## src/rtl/mist_io_pkg.sv

```systemverilog
// Shared MiST user_io command codes, host FSM state type and payload limit.
// Pure declarations: no latency, no flow control.
package mist_io_pkg;

  localparam logic [7:0] CMD_BUT_SW   = 8'h01;
  localparam logic [7:0] CMD_JOY0     = 8'h02;
  localparam logic [7:0] CMD_JOY1     = 8'h03;
  localparam logic [7:0] CMD_PS2_KBD  = 8'h05;
  localparam logic [7:0] CMD_GET_CONF = 8'h14;
  localparam logic [7:0] CMD_STATUS32 = 8'h1E;

  localparam int MAX_PAYLOAD = 4;

  typedef enum logic [2:0] {
    S_IDLE,
    S_SETUP,
    S_SHIFT,
    S_TAIL,
    S_GAP
  } spi_host_state_t;

  function automatic logic [2:0] clamp_len(input logic [2:0] len);
    return (int'(len) > MAX_PAYLOAD) ? 3'(MAX_PAYLOAD) : len;
  endfunction

endpackage

```

## src/rtl/mist_spi_host_sck_gen.sv

```systemverilog
// SCK half-period timer: tick every CLK_DIV cycles while run, SCK toggles on tick while shift.
// Counter and SCK are held cleared when idle; no backpressure.
module spi_sck_gen #(
  parameter int CLK_DIV = 4
) (
  input  logic clk,
  input  logic rst,
  input  logic run,
  input  logic shift,
  output logic tick,
  output logic rise,
  output logic fall,
  output logic sck
);

  localparam int CW = (CLK_DIV > 1) ? $clog2(CLK_DIV) : 1;
  localparam logic [CW-1:0] CNT_LAST = CW'(CLK_DIV - 1);

  logic [CW-1:0] cnt;
  logic          sck_q;

  assign tick = run && (cnt == CNT_LAST);
  assign rise = shift && tick && !sck_q;
  assign fall = shift && tick && sck_q;
  assign sck  = sck_q;

  always_ff @(posedge clk or posedge rst) begin
    if (rst) begin
      cnt   <= '0;
      sck_q <= 1'b0;
    end else begin
      if (!run || tick) cnt <= '0;
      else              cnt <= cnt + 1'b1;

      if (!shift)    sck_q <= 1'b0;
      else if (tick) sck_q <= ~sck_q;
    end
  end

endmodule

```

## src/rtl/mist_spi_host.sv

```systemverilog
// MiST user_io SPI host: one command byte plus 0-4 payload bytes per request, done after CLK_DIV*(2+16*(1+len)) cycles.
// Requests only taken in IDLE (req_ready), never queued; MIST_SPI_HOST_RX_EN builds MISO byte capture.
module mist_spi_host
  import mist_io_pkg::*;
#(
  parameter int CLK_DIV = 4,
  parameter int GAP_HP  = 2
) (
  input  logic        clk_sys,
  input  logic        reset,
  input  logic        req_valid,
  output logic        req_ready,
  input  logic [7:0]  req_cmd,
  input  logic [2:0]  req_len,
  input  logic [31:0] req_data,
  output logic        done,
  output logic        rx_valid,
  output logic [7:0]  rx_byte,
  output logic [2:0]  rx_index,
  output logic        SPI_SCK,
  output logic        SPI_SS_IO,
  output logic        SPI_MOSI,
  input  logic        SPI_MISO
);

  localparam int GW = (GAP_HP > 1) ? $clog2(GAP_HP) : 1;
  localparam logic [GW-1:0] GAP_LAST = GW'(GAP_HP - 1);

  spi_host_state_t state, state_nxt;

  logic          tick, rise, fall, sck;
  logic          accept, last_fall, frame_end, ss_nxt;
  logic [39:0]   tx_sr;
  logic [5:0]    total_rises, rise_cnt;
  logic [GW-1:0] gap_cnt;
  logic          ss_q, mosi_q, done_q;

  spi_sck_gen #(.CLK_DIV(CLK_DIV)) u_sck (
    .clk   (clk_sys),
    .rst   (reset),
    .run   (state != S_IDLE),
    .shift (state == S_SHIFT),
    .tick  (tick),
    .rise  (rise),
    .fall  (fall),
    .sck   (sck)
  );

  always_ff @(posedge clk_sys or posedge reset) begin
    if (reset) state <= S_IDLE;
    else       state <= state_nxt;
  end

  always_comb begin
    state_nxt = state;
    case (state)
      S_IDLE:  if (accept)    state_nxt = S_SETUP;
      S_SETUP: if (tick)      state_nxt = S_SHIFT;
      S_SHIFT: if (last_fall) state_nxt = S_TAIL;
      S_TAIL:  if (tick)      state_nxt = (GAP_HP == 0) ? S_IDLE : S_GAP;
      S_GAP:   if (tick && gap_cnt == GAP_LAST) state_nxt = S_IDLE;
      default:                state_nxt = S_IDLE;
    endcase
  end

  always_comb begin
    req_ready = (state == S_IDLE);
    accept    = req_valid && (state == S_IDLE);
    last_fall = fall && (rise_cnt == total_rises);
    frame_end = (state == S_TAIL) && tick;
    ss_nxt    = !(state_nxt inside {S_SETUP, S_SHIFT, S_TAIL});
  end

  // Payload is packed behind the command so the whole frame shifts out of bit 39.
  always_ff @(posedge clk_sys or posedge reset) begin
    if (reset) begin
      tx_sr       <= '0;
      total_rises <= '0;
      rise_cnt    <= '0;
      gap_cnt     <= '0;
      ss_q        <= 1'b1;
      mosi_q      <= 1'b0;
      done_q      <= 1'b0;
    end else begin
      done_q <= frame_end;
      ss_q   <= ss_nxt;

      if (accept) begin
        tx_sr       <= {req_cmd, req_data[7:0], req_data[15:8], req_data[23:16], req_data[31:24]};
        total_rises <= {clamp_len(req_len), 3'b000} + 6'd8;
        rise_cnt    <= '0;
        mosi_q      <= req_cmd[7];
      end

      if (rise) rise_cnt <= rise_cnt + 1'b1;

      if (fall) begin
        if (last_fall) begin
          mosi_q <= 1'b0;
        end else begin
          mosi_q <= tx_sr[38];
          tx_sr  <= {tx_sr[38:0], 1'b0};
        end
      end

      if (state != S_GAP) gap_cnt <= '0;
      else if (tick)      gap_cnt <= gap_cnt + 1'b1;
    end
  end

  assign SPI_SCK   = sck;
  assign SPI_SS_IO = ss_q;
  assign SPI_MOSI  = mosi_q;
  assign done      = done_q;

`ifdef MIST_SPI_HOST_RX_EN
  logic [7:0] rx_sr;
  logic       byte_end;
  logic       rx_valid_q;
  logic [7:0] rx_byte_q;
  logic [2:0] rx_index_q;

  // byte_end marks the 8th rise of a byte; the capture is published one cycle later.
  always_ff @(posedge clk_sys or posedge reset) begin
    if (reset) begin
      rx_sr      <= '0;
      byte_end   <= 1'b0;
      rx_valid_q <= 1'b0;
      rx_byte_q  <= '0;
      rx_index_q <= '0;
    end else begin
      byte_end   <= rise && (rise_cnt[2:0] == 3'd7);
      rx_valid_q <= byte_end;
      if (rise) rx_sr <= {rx_sr[6:0], SPI_MISO};
      if (byte_end) begin
        rx_byte_q  <= rx_sr;
        rx_index_q <= rise_cnt[5:3] - 3'd1;
      end
    end
  end

  assign rx_valid = rx_valid_q;
  assign rx_byte  = rx_byte_q;
  assign rx_index = rx_index_q;
`else
  logic unused_miso;
  assign unused_miso = SPI_MISO;
  assign rx_valid    = 1'b0;
  assign rx_byte     = 8'h00;
  assign rx_index    = 3'd0;
`endif

endmodule

```

## config.mk

```make
export PLATFORM = sky130hd
export DESIGN_NAME = mist_spi_host
export DESIGN_NICKNAME = d
export VERILOG_FILES = /design/src/rtl/mist_io_pkg.sv /design/src/rtl/mist_spi_host_sck_gen.sv /design/src/rtl/mist_spi_host.sv
export SDC_FILE = /design/constraint.sdc
export NUM_CORES = 1
export LEC_CHECK = 0
export ABC_AREA = 1
export CAP_MARGIN = 20
export CORE_MARGIN = 2
export CORE_UTILIZATION = 51
export CTS_CLUSTER_SIZE = 16
export DETAILED_ROUTE_END_ITERATION = 7
export PLACE_DENSITY = 0.8
export SLEW_MARGIN = 15
export SYNTH_ARGS = -nofsm -noshare
export SYNTH_HDL_FRONTEND = slang
export SYNTH_SLANG_ARGS = --single-unit
```

## constraint.sdc

```tcl
create_clock -name clk_sys -period 1.9 [get_ports clk_sys]
set_input_delay 0.19 -clock clk_sys [delete_from_list [all_inputs] [get_ports clk_sys]]
set_output_delay 0.19 -clock clk_sys [all_outputs]
set_load 0.01 [all_outputs]
```

==> results of run 1 <==
## kinds of logic after synthesis
family	Yosys count	synth area share (%)
AOI/OAI and AO/OA	37	6.11
xor gates and xnor gates	3	0.850
adders and majority gates	4	1.62
buffers and inverters	61	10.2
DFF	58	47.0
other	1	0.121
and+or+nand+nor	253	34.1
## stage by stage
step                total power [mW]  instance area (µm²)  setup slack (ns)  cells
global route                    5.52                 3770            0.0188    544
global placement                3.96                 3610             0.308    528
floorplan                       3.52                 3130             0.284    428
detailed placement              4.08                 3610             0.256    528
CTS                             5.07                 3770            0.0250    544
finish                          5.02                 3770             0.217    544
## flip-flops by register name (all words and copies together) (netlist names)
| register | count |
|---|---|
| u_sck.cnt | 2 |
| SPI_SS_IO | 1 |
| u_sck.sck | 1 |
| done | 1 |
| tx_sr | 39 |
| gap_cnt | 1 |
| SPI_MOSI | 1 |
| total_rises | 3 |
| rise_cnt | 6 |
| state | 3 |
## placed cells by master (no fill, tap or decap), types with 2 or more instances in the layout
cell type        Yosys  layout
nand2_1            190     190
dfrtp_1             57      57
clkdlybuf4s50_1      0      49
nand3_1             37      37
inv_1               24      23
o21ai_1             16      16
o21ai_0             16      16
nor2_1              13      13
conb_1               1      12
clkbuf_8             0      10
inv_2                6       7
nor3_1               4       4
ha_1                 4       4
nor2_4               3       3
a21oi_1              3       3
clkbuf_1             2       3
clkinv_2             0       3
buf_12               0       3
buf_4               13       3
xnor2_1              2       2
## metal layers
metal  vias up  track usage (%)
met5         -                0
met1      1265             26.7
met3        10             5.60
li1       1373                -
met2        56             36.4
met4         0             9.33
## critical path, cell delays in order (launching register included)
cell     delay [ns]
dfrtp_1        0.41
inv_1          0.11
ha_1           0.15
inv_1          0.04
nor2_1         0.09
nand2_1        0.06
nor2_1         0.14
nand2_1        0.13
nand2_2        0.10
buf_12         0.21
nand2_1        0.07
o21ai_1        0.08
## power groups by stage
stage / Clock, mW / Sequential [mW] / Combinational, mW
3_5_place_dp: 0 / 2.07 / 2.00
6_report: 0.978 / 2.07 / 1.98
2_1_floorplan: 0 / 2.02 / 1.50
3_3_place_gp: 0 / 2.05 / 1.91
5_1_grt: 1.07 / 2.13 / 2.32
4_1_cts: 1.01 / 2.06 / 2.00
## repair_timing
action,in CTS,in global routing
gates resized for setup,0,1
hold buffers,0,0
endpoints found under the setup margin,0,1
## final cells by class
class	count	area share (%)
clock buffers	13	3.95
clock inverters	3	0.398
inverters	30	2.99
multi-input cells	309	36.2
flip-flops and latches	58	38.5
well taps	75	2.49
repair buffers	56	15.5
## worst paths after layout
path	start	to	slack (ns)	cells after the start
setup / recovery	rise_cnt[0]$_DFFE_PP0P_	tx_sr[25]$_DFF_PP0_	0.22	11
hold / removal	reset	u_sck.sck$_DFFE_PP0P_	0.22	3
min in group clk_sys	u_sck.cnt[0]$_DFF_PP0_	u_sck.cnt[0]$_DFF_PP0_	0.44	1
setup reg to reg	rise_cnt[0]$_DFFE_PP0P_	tx_sr[25]$_DFF_PP0_	0.22	11
hold reg to reg	u_sck.cnt[0]$_DFF_PP0_	u_sck.cnt[0]$_DFF_PP0_	0.44	1
max in group asynchronous	reset	SPI_SS_IO$_DFF_PP1_	1.38	3
==> metrics, run 1 <==
result of the run=complete, no violations; final cell utilization of the core=between 60% and 70%; post-CTS setup buffers=0; Die ar.=roughly 0.0067 mm²; Hold WS=approximately 0.22 ns; VDD IR max=roughly 0.00063 V; number of hold violations in the final report=0; initial antenna violation count=0; DRT Pass-1 Iters=4; worst skew pair latency=between 0.3 and 0.4 ns; multi-input gate area in the final layout=between 0.001 and 0.0015 mm²; cells after synthesis=417; largest net degree at the start of global routing=around 60; CTS tree=built; number of enable flip-flop cells after synthesis=0; crit share post-route=about nine tenths; post-synthesis async set-or-reset flop share=between 90% and 100%; Hold Path Class=input port to async pin; max layer used=met4; Yosys top cell area share=between 40% and 50%; Power Density=~1300 mW/mm²; FMAX=slightly below 0.6 GHz; Final #Nets=just over 500; Synth warnings=0; synthesized flop and latch total=58; CTS root buffer=clkbuf_8; max-cap viol count=0; TritonCTS Buffers=9; RD Place Congestion=0.859; synth cell count leaders=nand2_1, dfrtp_1, nand3_1, inv_1; # DRC=0; met3 wire len=between 200 and 300 µm; WL/cell=~12 µm; sw frac=39.1%; Reg power frac=between 40 and 50%; drt via density=slightly below 5; deepest clock path buffer count=2; CORE AREA=between 0.005 and 0.006 mm²; Fillers=557; I/O pin count=64; input/output buffers=50; Area contributors post-synth=dfrtp_1, nand2_1, nand3_1; WL met1=about 2.9 mm; Logic pwr share=slightly below 40%; post-DP HPWL=approximately 4.3 mm; Post-Route WL=6.46 mm; Req. time, crit path=around 2.2 ns; final setup vio count=0; met2 wire length=3.18 mm; Mean Syn Cell Area=about 7.4 µm²; Worst setup SP type=register; RSZ-0062 raised after global routing=no; Total Routing Usage GR=roughly 22%; share of cells above drive strength 1=between 7 and 8%; H-tree depth=3; total negative slack=0 ns; Ant. Diodes=0; CTS clock-pin slew for the worst setup and hold paths=roughly 0.06 ns; cell with the most instances after synthesis=nand2_1; worst setup path class=register to register; P_sw=1.96 mW; Pleak=1.98 nW; Final ANT Viol Nets=0; Die Y=81.9 µm; Reg area=approximately 0.0015 mm²; Clock Skew=between 0.008 and 0.009 ns; global-route wire length before repair=11.0 mm; Syn-to-layout area delta=22.0%; GRT overflow=0; Primary FF master, synth=dfrtp_1; Clk pwr share=between 15 and 20%; vias in the first global route=2517; Mapped Area=around 0.003 mm²; Cell Int Power=between 3 and 4 mW; critical path peak fanout=between 40 and 50; row count=28; min Tclk post-route=~1.7 ns; Crit. End Element=register; post-synth cell types=29; Clock Sinks=between 50 and 60; 1st-iter DRT viols=approximately 170; Crit path arrival time=between 1.5 and 2 ns; die width=a little over 80 µm; cell taking the most area after synthesis=dfrtp_1; total vias in the final route=roughly 2700; Starting Density=52.5%; Max Slew Vio Count=0; Seq/Total Area, Yosys=47.0%
(Power assumes the default switching activity.)
==> inputs of run 2 (changes only) <==
--- a/config.mk
+++ b/config.mk
@@ -7,7 +7,6 @@
 export LEC_CHECK = 0
 export ABC_AREA = 1
 export CAP_MARGIN = 20
-export CORE_MARGIN = 2
 export CORE_UTILIZATION = 51
 export CTS_CLUSTER_SIZE = 16
 export DETAILED_ROUTE_END_ITERATION = 7
==> metrics, run 2 (synthesis gave the netlist of run 1 again) <==
CTS root buffer=clkbuf_8; worst setup path class=register to register; Logic pwr share=38.0% (-1.4 points); Largest register FFs=39 (unchanged); final setup vio count=0 (unchanged); RD Place Congestion=0.774 (-9.9%); Pleak=2.01 nW (+1.5%); number of hold violations in the final report=0 (unchanged); Die ar.=0.00638 mm² (-4.8%); 1st-iter DRT viols=164 (-5.2%); Reg with most FFs=tx_sr; most frequent cells in the layout=nand2_1, dfrtp_1, clkdlybuf4s50_1; I/O pin count=64 (unchanged); global-route wire length before repair=11.4 mm (+3.8%); Syn-to-layout area delta=24.0%; Final #Nets=516 (+0.19%); total vias in the final route=2676 (-1.0%); RSZ-0062 raised after global routing=no; sw frac=37.7% (-1.5 points); Clock Skew=0.0123 ns (+0.00395 ns); CP Buf/Inv Count=3 (unchanged); Ant. Diodes=0 (unchanged); P_sw=1.98 mW (+0.61%); VDD IR max=0.000743 V (+17%); Finished Cell Area=0.00383 mm² (+1.6%); most frequent CP cell=nand2_1; Placed Area=0.00362 mm² (+0.45%); reg-to-reg slack, setup=0.25 ns (+0.03 ns); Crit. End Element=register; crit share post-route=86.9% (-1.6 points); min Tclk post-route=1.65 ns (-0.0306 ns); hold_buf cts=0 (unchanged); Worst setup SP type=register; Clk pwr share=22.6% (+3.1 points); vias in the first global route=2685 (+6.7%); Hold Path Class=input port to async pin; drt via density=4.94 (-0.67%); CTS tree=built; # DRC=0 (unchanged); Die Y=79.9 µm (-2.4%); result of the run=complete, no violations; post-CTS setup buffers=0 (unchanged); most common cell after layout, fill and taps aside=nand2_1; DRT Pass-1 Iters=4 (unchanged); Starting Density=54.5% (+1.9 points); deepest clock path buffer count=2 (unchanged); Post-Route WL=6.48 mm (+0.33%); Max Slew Vio Count=0 (unchanged); Cell Int Power=3.27 mW (+7.0%); Total Routing Usage GR=23.3% (+1.5 points); Reg power frac=39.4% (-1.7 points); die width=79.9 µm (-2.4%); critical path cell sequence=inv_1, ha_1, inv_1, nor2_1, nand2_1, nor2_1, nand2_1, nand2_2, buf_12, nand2_1, o21ai_1; CP delay by family, top=simple AND/OR/NAND/NOR gates; R2R Path Start=rise_cnt[0]$_DFFE_PP0P_; TritonCTS Buffers=9 (unchanged); largest net degree at the start of global routing=53 (-10%); initial antenna violation count=0 (unchanged); GRT overflow=0 (unchanged); max-cap viol count=0 (unchanged); Clock Sinks=58 (unchanged); Power Density=1370 mW/mm² (+2.9%); max incr delay on CP=0.41 ns (about the same); input/output buffers=50 (unchanged); Crit path arrival time=1.91 ns (-0.04 ns); CTS clock-pin slew for the worst setup and hold paths=0.07 ns (about the same); Hold WS=0.151 ns (-0.0672 ns); Req. time, crit path=2.15 ns (about the same); total negative slack=0 ns (unchanged); critical path peak fanout=30 (-38%); reg-to-reg endpoint=tx_sr[34]$_DFF_PP0_; Worst path slowest cell=dfrtp_1; CORE AREA=0.00568 mm² (-3.6%); WL/cell=12.0 µm (+0.70%); FMAX=0.605 GHz (+1.9%); post-DP HPWL=4.34 mm (+1.9%); H-tree depth=3 (unchanged); biggest regs=tx_sr x39, rise_cnt x6; Final ANT Viol Nets=0 (unchanged); depth of the worst register-to-register path=11 (unchanged); share of cells above drive strength 1=7.66% (+0.41 points); row count=27 (-3.6%); worst skew pair latency=0.34 ns (about the same)
-- run 2: changes by cell type in the layout (fill, tap and decap cells not counted), sizes merged --
cell / change
buf: +1
bufinv: +1
clkbuf: +1
clkinv: -2
-- run 2: power by group through the flow --
stage	clock network [mW]	logic, mW	registers [mW]
after floorplan	0	1.50	2.02
after global placement	0	1.90	2.05
after detailed placement	0	2.00	2.08
after CTS	1.21	2.01	2.07
after global routing	1.27	2.33	2.13
final	1.18	1.99	2.07
-- run 2: what timing repair did --
action | 4_1_cts | 5_1_grt
gates resized for setup | 0 | 1
endpoints found under the setup margin | 0 | 1
endpoints found under the hold margin | 0 | 0
-- run 2: area by class of cell --
type,instances,area (µm²)
Fill cell,501,1840
Inverter,30,113
Tap cell,72,90.1
Timing Repair Buffer,57,606
Sequential cell,58,1450
Clock buffer,14,173
Clock inverter,2,35.0
Multi-Input combinational cell,309,1360
-- run 2: metal layers --
metal | GRT usage, % | part of all wire, %
met5 | 0 | 0
met4 | 7.86 | 0.39
met3 | 6.63 | 5.1
met2 | 40.7 | 49
met1 | 27.3 | 45
-- run 2: how the worst max path moves through the flow --
stage,to,slack [ns],cells past startpoint,start
3_3_place_gp,tx_sr[34]$_DFF_PP0_,0.33,11,rise_cnt[0]$_DFFE_PP0P_
3_5_place_dp,tx_sr[21]$_DFF_PP0_,0.28,7,state[2]$_DFF_PP0_
5_1_grt,tx_sr[29]$_DFF_PP0_,0.04,11,rise_cnt[0]$_DFFE_PP0P_
4_1_cts,req_ready,0.04,4,state[0]$_DFF_PP0_
6_report,tx_sr[34]$_DFF_PP0_,0.25,11,rise_cnt[0]$_DFFE_PP0P_
2_1_floorplan,SPI_MOSI$_DFFE_PP0P_,0.28,1,reset
-- run 2: stage by stage --
stage / power (mW) / cells / setup WS (ns) / utilization, %
after floorplan: 3.52 / 428 / 0.284 / -
after global placement: 3.95 / 526 / 0.332 / 63.8
after detailed placement: 4.08 / 526 / 0.279 / 63.8
after CTS: 5.28 / 542 / 0.0385 / 67.5
after global routing: 5.73 / 542 / 0.0358 / 67.5
final: 5.25 / 542 / 0.248 / 67.5
